**src/rtl/clint_axil_bridge.sv**
```systemverilog
// AXI4-Lite slave front end for the CLINT mtime counter.
// Reads are tear-free across the lo/hi word pair; writes are always refused.
module clint_axil_bridge #(
  parameter logic [31:0] BASE = 32'h0200_0000
) (
  input  logic        clk,
  input  logic        reset,
  input  logic [31:0] araddr,
  input  logic        arvalid,
  output logic        arready,
  output logic [31:0] rdata,
  output logic [1:0]  rresp,
  output logic        rvalid,
  input  logic        rready,
  input  logic [31:0] awaddr,
  input  logic        awvalid,
  output logic        awready,
  input  logic [31:0] wdata,
  input  logic [3:0]  wstrb,
  input  logic        wvalid,
  output logic        wready,
  output logic [1:0]  bresp,
  output logic        bvalid,
  input  logic        bready,
  output logic [31:0] clint_addr_o,
  input  logic [31:0] clint_data_i
);

  localparam logic [1:0] S_IDLE  = 2'd0;
  localparam logic [1:0] S_RD_LO = 2'd1;
  localparam logic [1:0] S_RD_HI = 2'd2;
  localparam logic [1:0] S_RESP  = 2'd3;

  localparam logic [1:0] RESP_OKAY   = 2'b00;
  localparam logic [1:0] RESP_SLVERR = 2'b10;
  localparam logic [1:0] RESP_DECERR = 2'b11;

  localparam logic [31:0] HI_ADDR = BASE + 32'd4;

  logic [1:0]  state;
  logic [31:0] lo_q;
  logic [31:0] hi_snap;
  logic        snap_valid;
  logic        rd_lo_path;
  logic        resp_snap;

  logic        aw_got, w_got, aw_hit;
  logic        aw_hs, w_hs, hit_now;

  // Write payload carries no meaning for a read-only register.
  logic unused_wpayload;
  assign unused_wpayload = ^{wdata, wstrb};

  // ---------------------------------------------------------------- read path
  assign arready = (state == S_IDLE) && !reset;
  assign rvalid  = (state == S_RESP);

  always_comb begin
    clint_addr_o = 32'd0;
    case (state)
      S_RD_LO: clint_addr_o = BASE;
      S_RD_HI: clint_addr_o = HI_ADDR;
      default: clint_addr_o = 32'd0;
    endcase
  end

  always_ff @(posedge clk) begin
    if (reset) begin
      state      <= S_IDLE;
      rdata      <= 32'd0;
      rresp      <= RESP_OKAY;
      lo_q       <= 32'd0;
      hi_snap    <= 32'd0;
      snap_valid <= 1'b0;
      rd_lo_path <= 1'b0;
      resp_snap  <= 1'b0;
    end else begin
      case (state)
        S_IDLE: begin
          if (arvalid) begin
            if (araddr == BASE) begin
              rd_lo_path <= 1'b1;
              state      <= S_RD_LO;
            end else if (araddr == HI_ADDR) begin
              if (snap_valid) begin
                rdata     <= hi_snap;
                rresp     <= RESP_OKAY;
                resp_snap <= 1'b1;
                state     <= S_RESP;
              end else begin
                rd_lo_path <= 1'b0;
                state      <= S_RD_HI;
              end
            end else begin
              rdata     <= 32'd0;
              rresp     <= RESP_DECERR;
              resp_snap <= 1'b0;
              state     <= S_RESP;
            end
          end
        end
        S_RD_LO: begin
          lo_q  <= clint_data_i;
          state <= S_RD_HI;
        end
        S_RD_HI: begin
          rresp     <= RESP_OKAY;
          resp_snap <= 1'b0;
          state     <= S_RESP;
          if (rd_lo_path) begin
            rdata      <= lo_q;
            // The counter ticked once between samples; a lo of all-ones means
            // the hi word we just saw already includes the carry.
            hi_snap    <= (lo_q == 32'hFFFF_FFFF) ? clint_data_i - 32'd1 : clint_data_i;
            snap_valid <= 1'b1;
          end else begin
            rdata <= clint_data_i;
          end
        end
        default: begin
          if (rready) begin
            state <= S_IDLE;
            if (resp_snap) snap_valid <= 1'b0;
          end
        end
      endcase
    end
  end

  // --------------------------------------------------------------- write path
  assign awready = !aw_got && !bvalid && !reset;
  assign wready  = !w_got  && !bvalid && !reset;
  assign aw_hs   = awvalid && awready;
  assign w_hs    = wvalid && wready;
  assign hit_now = (awaddr == BASE) || (awaddr == HI_ADDR);

  always_ff @(posedge clk) begin
    if (reset) begin
      aw_got <= 1'b0;
      w_got  <= 1'b0;
      aw_hit <= 1'b0;
      bvalid <= 1'b0;
      bresp  <= 2'b00;
    end else if (bvalid) begin
      if (bready) bvalid <= 1'b0;
    end else if ((aw_got || aw_hs) && (w_got || w_hs)) begin
      bvalid <= 1'b1;
      bresp  <= (aw_got ? aw_hit : hit_now) ? RESP_SLVERR : RESP_DECERR;
      aw_got <= 1'b0;
      w_got  <= 1'b0;
    end else begin
      if (aw_hs) begin
        aw_got <= 1'b1;
        aw_hit <= hit_now;
      end
      if (w_hs) w_got <= 1'b1;
    end
  end

endmodule

```
**config.mk**
```make
export PLATFORM = sky130hd
export DESIGN_NAME = clint_axil_bridge
export DESIGN_NICKNAME = d
export VERILOG_FILES = /design/src/rtl/clint_axil_bridge.sv
export SDC_FILE = /design/constraint.sdc
export NUM_CORES = 1
export LEC_CHECK = 0
export ABC_AREA = 0
export BUFFER_PORTS_ARGS = -buffer_cell sky130_fd_sc_hd__buf_2
export CAP_MARGIN = 20
export CORE_MARGIN = 2
export CORE_UTILIZATION = 54
export CTS_BUF_LIST = sky130_fd_sc_hd__clkbuf_16
export DETAILED_ROUTE_END_ITERATION = 12
export MAX_ROUTING_LAYER = met4
export PLACE_DENSITY = 0.91
export SETUP_SLACK_MARGIN = 0.15
export SLEW_MARGIN = 20
export SYNTH_ARGS = -nofsm -noshare
export SYNTH_HDL_FRONTEND = slang
export SYNTH_SLANG_ARGS = --single-unit
```
**constraint.sdc**
```tcl
create_clock -name clk -period 3.1 [get_ports clk]
set_input_delay 0.31 -clock clk [delete_from_list [all_inputs] [get_ports clk]]
set_output_delay 0.31 -clock clk [all_outputs]
set_load 0.01 [all_outputs]
```
==> results of run 1 <==
[metal layers]
metal  global-route usage  part of all wire
met5                    -                 0
met1                0.338              0.43
met3               0.0438             0.072
met2                0.453              0.48
met4                0.100             0.020
[logic make-up after synthesis]
logic type      after synthesis
simple gates                243
other cells                   1
fa+ha+maj                     6
compound gates              159
mux                          63
xor+xnor                     16
buf+inv                      91
flops                       108
[synth_stat cells, types with 2 or more instances]
| master | number |
|---|---|
| or2_2 | 3 |
| nand4b_1 | 2 |
| clkbuf_1 | 45 |
| mux2i_1 | 32 |
| ha_1 | 6 |
| buf_2 | 2 |
| a21oi_1 | 24 |
| nor3b_1 | 2 |
| a31oi_1 | 47 |
| nor2b_1 | 3 |
| nand2_1 | 76 |
| nand4_1 | 20 |
| o21ai_0 | 66 |
| dfxtp_1 | 108 |
| or3_2 | 2 |
| a22o_1 | 3 |
| nor2_1 | 54 |
| xnor2_1 | 4 |
| buf_4 | 31 |
| a211oi_1 | 5 |
| mux2_2 | 30 |
| and4_1 | 2 |
| nand3_1 | 8 |
| o31ai_1 | 6 |
| inv_1 | 9 |
| or3_1 | 15 |
| xor2_1 | 12 |
| nor3_1 | 14 |
| or4_1 | 11 |
| buf_1 | 3 |
| nor4b_1 | 3 |
| nor4_1 | 17 |
[worst min path at each step]
stage | end | slack (ns) | cells past startpoint
2_1_floorplan | resp_snap$_SDFFE_PP0P_ | 0.43 | 1
3_3_place_gp | hi_snap[1]$_SDFFE_PP0P_ | 0.44 | 2
3_5_place_dp | bresp[1]$_SDFFE_PP0P_ | 0.45 | 2
4_1_cts | resp_snap$_SDFFE_PP0P_ | 0.22 | 2
5_1_grt | resp_snap$_SDFFE_PP0P_ | 0.25 | 2
6_report | resp_snap$_SDFFE_PP0P_ | 0.23 | 2
[sequential cells by signal (all words and copies together), names as in the netlist]
name,count
aw_got,1
aw_hit,1
bresp,2
bvalid,1
hi_snap,32
lo_q,32
rd_lo_path,1
rdata,32
resp_snap,1
rresp,1
snap_valid,1
state,2
w_got,1
[report_power, final]
group | leakage (nW) | internal (mW) | total (mW) | switching, mW
clock | 0.131 | 0.549 | 1.09 | 0.538
sequential | 0.880 | 1.67 | 1.85 | 0.181
combinational | 1.54 | 0.554 | 1.40 | 0.842
total | 2.55 | 2.78 | 4.34 | 1.56
[cell type report]
type	instances	area, um2
multi-input combinational	517	3190
timing repair buffer	155	803
clock buffer	9	225
fill	846	3640
clock inverter	7	50.0
inverter	9	33.8
sequential	108	2160
tap	136	170
==> results.sh, run 1 <==
export IMPL_vias=5488
export IMPL_vias_per_cell=5.83
export IMPL_gr_usage_all_layers=0.273
export IMPL_syn_cell_area_um2=5680
export IMPL_synth_simple_gate_area_frac=0.218
export IMPL_rsz0062_at_grt="false"
export IMPL_cap_viol_max_count=0
export IMPL_layout_commonest_cell="buf_2"
export IMPL_fin_util=0.646
export IMPL_cts_root_buf="clkbuf_16"
export IMPL_die_h_um=107
export IMPL_grt_pass1_wl_um=24700
export IMPL_setup_viol=0
export IMPL_grt_pass1_vias=5243
export IMPL_drv_slew=0
export IMPL_hold_buffers=0
export IMPL_dr_pass1_iters=5
export IMPL_place_congestion=0.905
export IMPL_grt_overflow=0
export IMPL_hold_viol=0
export IMPL_cts_tree="yes"
export IMPL_synthFlopType="dfxtp_1"
export IMPL_worstPathMaxFanout=12
export IMPL_start_kind="flip-flop"
export IMPL_ios=212
export IMPL_ys_types=54
export IMPL_cp_startpoint="lo_q[31]$_SDFFE_PP0P_"
export IMPL_antenna_found_initial=0
export IMPL_endpoint="hi_snap[27]$_SDFFE_PP0P_"
export IMPL_required_ns=3.37
export IMPL_tns_ns=0
export IMPL_synthArstFlopShare=0
export IMPL_avgSynthCellArea_um2=8.27
export IMPL_htreeDepth=3
export IMPL_core_region_area_um2=10300
export IMPL_worstMarginPinSlew_ns=0.619
export IMPL_place_ws_ns=0.499
export IMPL_cts_buffers=9
export IMPL_clockBufferDepth=2
export IMPL_leakage_nw=2.55
export IMPL_status="completed"
export IMPL_cp_cell_sequence="nand4_1, nor4_2, nand4_1, or4_1, a31oi_1"
export IMPL_final_cell_mix="144 x buf_2, 108 x dfxtp_1, 76 x nand2_1, 66 x o21ai_0, 54 x nor2_1"
export IMPL_synthAdderAreaFrac=0.0132
export IMPL_period_share=0.736
export IMPL_final_cell_area_um2=6640
export IMPL_synth_compound_area_frac=0.163
export IMPL_synth_xor_area_share=0.0247
export IMPL_fp_dieW_um=107
export IMPL_critPathCaptureType="flip-flop"
export IMPL_critPathTopFamily="simple AND/OR/NAND/NOR gates"
export IMPL_r2r_end="hi_snap[27]$_SDFFE_PP0P_"
export IMPL_postPlaceCellArea_um2=6360
export IMPL_worstHoldStart="arvalid"
export IMPL_slowest_stage="or4_1"
export IMPL_maxClockFrequency_mhz=438
export IMPL_max_vdd_ir_drop_mv=0.362
export IMPL_hold_path_class="in2reg"
export IMPL_worst_clock_skew_ns=0.0102
export IMPL_routed_wl_um=15000
export IMPL_rows=37
export IMPL_worst_setup_path_type="reg2reg"
export IMPL_synth_area_leaders="dfxtp_1 38%, mux2_2 5.9%, o21ai_0 5.8%, mux2i_1 5.6%, a31oi_1 5.2%"
export IMPL_cellPowerDensity_nw_per_um2=653
export IMPL_synth_top_cell_by_area="dfxtp_1"
export IMPL_period_minus_slack_ns=2.28
export IMPL_synth_edff_count=0
export IMPL_routedWlPerCell_um=16.0
export IMPL_numPortBuffers=144
export IMPL_crit_path_max_incr_delay_ns=0.54
export IMPL_cts_clk_slew_worst_paths_ns=0.07
export IMPL_crit_path_frequent_cell="nand4_1"
export IMPL_synth_area_mux_share=0.118
export IMPL_grt_max_degree=66
export IMPL_ys_ff_latch=108
export IMPL_antenna_left=0
export IMPL_dpl_cell_count=925
export IMPL_fin_total_pwr_mw=4.34
export IMPL_synth_cells=687
export IMPL_insertion_delay_ns=0.35
export IMPL_arrival_ns=2.55
export IMPL_layout_setup_ws_ns=0.818
export IMPL_hold_slack_ns=0.230
export IMPL_cts_resized=0
export IMPL_layout_drive_gt1_share=0.265
export IMPL_diodes=0
export IMPL_fin_nets=945
export IMPL_slew_limit_headroom=0.584
export IMPL_synth_top_area_frac=0.380
export IMPL_area_growth_pct=16.8
export IMPL_die_area_um2=11400
export IMPL_cts_sinks=108
export IMPL_yosys_warnings=0
export IMPL_initial_core_util=0.553
export IMPL_drcViolationCount=0
export IMPL_fin_cells=941
export IMPL_synth_top_family_by_area="simple AND/OR/NAND/NOR gates"
export IMPL_path_buf_inv=0
export IMPL_worstReg2RegStart="lo_q[31]$_SDFFE_PP0P_"
export IMPL_ff2ff_setup_slack_ns=0.82
export IMPL_reg2reg_depth=5
export IMPL_cp_depth=5
export IMPL_yosysSeqAreaShare=0.380
export IMPL_hpwl_um=10100
export IMPL_drt_iter0_markers=385
export IMPL_postCtsSetupBuffers=0
No activity file was read; power rests on OpenSTA's default activity.
==> inputs of run 2 (changes only) <==
Settings changed: CORE_UTILIZATION 54 to 50, PLACE_DENSITY 0.91 to 0.85.
Clock period 3.1 ns to 2.4 ns, I/O delays scaled along.
==> results.sh, run 2 (synthesized netlist as in run 1, its figures left out) <==
export IMPL_p_int_mw=3.75
export IMPL_cellPowerDensity_nw_per_um2=848
export IMPL_grt_pass1_vias=5034
export IMPL_antenna_found_initial=0
export IMPL_worst_clock_skew_ns=0.00974
export IMPL_cts_root_buf="clkbuf_16"
export IMPL_status="completed"
export IMPL_initial_core_util=0.518
export IMPL_hold_slack_ns=0.147
export IMPL_area_growth_pct=19.9
export IMPL_ff2ff_setup_slack_ns=0.34
export IMPL_core_region_area_um2=11000
export IMPL_grt_pass1_wl_um=25000
export IMPL_gr_usage_all_layers=0.252
export IMPL_cts_buffers=9
export IMPL_worst_setup_path_type="reg2reg"
export IMPL_p_clk_frac=0.261
export IMPL_grt_overflow=0
export IMPL_cts_tree="yes"
export IMPL_combPwrFrac=0.325
export IMPL_worstHoldStart="arvalid"
export IMPL_worstReg2RegStart="lo_q[15]$_SDFFE_PP0P_"
export IMPL_hpwl_um=10600
export IMPL_drv_slew=0
export IMPL_hold_buffers=0
export IMPL_routedWlPerCell_um=15.8
export IMPL_final_cell_area_um2=6820
export IMPL_start_kind="flip-flop"
export IMPL_worstMarginPinSlew_ns=0.621
export IMPL_switchingPower_mw=2.03
export IMPL_die_area_um2=12200
export IMPL_layout_setup_ws_ns=0.336
export IMPL_cts_clk_slew_worst_paths_ns=0.08
export IMPL_place_congestion=0.883
export IMPL_final_cell_mix="144 x buf_2, 108 x dfxtp_1, 76 x nand2_1, 66 x o21ai_0, 54 x nor2_1"
export IMPL_htreeDepth=3
export IMPL_setup_viol=0
export IMPL_place_ws_ns=0.0277
export IMPL_antenna_left=0
export IMPL_p_seq_frac=0.414
export IMPL_fin_nets=960
export IMPL_slew_limit_headroom=0.583
export IMPL_maxClockFrequency_mhz=484
export IMPL_r2r_end="hi_snap[27]$_SDFFE_PP0P_"
export IMPL_hold_path_class="in2reg"
export IMPL_critPathCaptureType="flip-flop"
export IMPL_leakage_nw=2.65
export IMPL_top_regs="hi_snap x32, lo_q x32, rdata x32"
export IMPL_numPortBuffers=144
export IMPL_fp_dieW_um=111
export IMPL_nFillCells=963
export IMPL_postPlaceCellArea_um2=6520
export IMPL_reg2reg_depth=7
export IMPL_die_h_um=111
export IMPL_rsz0062_at_grt="false"
export IMPL_vias=5506
export IMPL_dr_pass1_iters=5
export IMPL_cap_viol_max_count=0
export IMPL_rows=38
export IMPL_cts_resized=0
export IMPL_cts_sinks=108
export IMPL_drt_iter0_markers=357
export IMPL_max_vdd_ir_drop_mv=0.585
export IMPL_period_minus_slack_ns=2.06
export IMPL_postCtsSetupBuffers=0
export IMPL_diodes=0
export IMPL_layout_commonest_cell="buf_2"
export IMPL_clockBufferDepth=2
export IMPL_swShare=0.351
export IMPL_hold_viol=0
export IMPL_worstPathMaxFanout=14
export IMPL_layout_drive_gt1_share=0.280
export IMPL_tns_ns=0
export IMPL_arrival_ns=2.36
export IMPL_grt_max_degree=66
export IMPL_holdPathStages=2
export IMPL_period_share=0.860
export IMPL_vias_per_cell=5.74
export IMPL_fin_util=0.621
export IMPL_routed_wl_um=15200
export IMPL_required_ns=2.69
export IMPL_drcViolationCount=0
export IMPL_insertion_delay_ns=0.36
export IMPL_ios=212
export IMPL_holdPathEnd="resp_snap$_SDFFE_PP0P_"
-- run 2: critical path, cell delays in order (launching register included) --
cell	delay (ns)
dfxtp_1	0.38
nand4_1	0.13
nor4_2	0.43
buf_12	0.19
nand4_1	0.09
buf_4	0.19
or4_1	0.41
a31oi_1	0.16
-- run 2: power groups by stage --
stage          registers [mW]  clock network, mW  logic, mW
6_report                 2.39               1.51       1.88
5_1_grt                  2.44               1.60       2.06
4_1_cts                  2.39               1.53       1.88
3_5_place_dp             2.42                  0       1.87
3_3_place_gp             2.41                  0       1.82
2_1_floorplan            2.49                  0       1.11
-- run 2: worst max-delay path by stage --
stage	startpoint	to	slack (ns)	depth (start not counted)
3_3_place_gp	clint_data_i[0]	hi_snap[24]$_SDFFE_PP0P_	0.1	8
2_1_floorplan	clint_data_i[0]	hi_snap[24]$_SDFFE_PP0P_	0.24	7
4_1_cts	lo_q[15]$_SDFFE_PP0P_	hi_snap[27]$_SDFFE_PP0P_	0.34	7
3_5_place_dp	clint_data_i[0]	hi_snap[24]$_SDFFE_PP0P_	0.03	8
6_report	lo_q[15]$_SDFFE_PP0P_	hi_snap[27]$_SDFFE_PP0P_	0.34	7
5_1_grt	lo_q[15]$_SDFFE_PP0P_	hi_snap[24]$_SDFFE_PP0P_	0.18	6
-- run 2: area by class of cell --
cell class	instances	area [um2]	share of cell area
clock buffer	9	225	0.0330
clock inverter	7	73.8	0.0108
inverter	9	33.8	0.00496
multi-input combinational	517	3190	0.468
sequential	108	2160	0.317
tap	140	175	0.0257
timing repair buffer	170	953	0.140
-- run 2: layer usage --
layer / global-route usage / share of wire / wire length [um]
met1: 0.339 / 0.45 / 6920
met5: - / 0 / 0
met2: 0.384 / 0.47 / 7140
met4: 0.0842 / 0.013 / 193
met3: 0.0439 / 0.063 / 957
-- run 2: per-stage QoR --
step                      instances  power, mW
after CTS                       960       5.80
after global routing            960       6.09
after detailed placement        944       4.29
final                           960       5.78
after global placement          944       4.24
after floorplan                 716       3.60
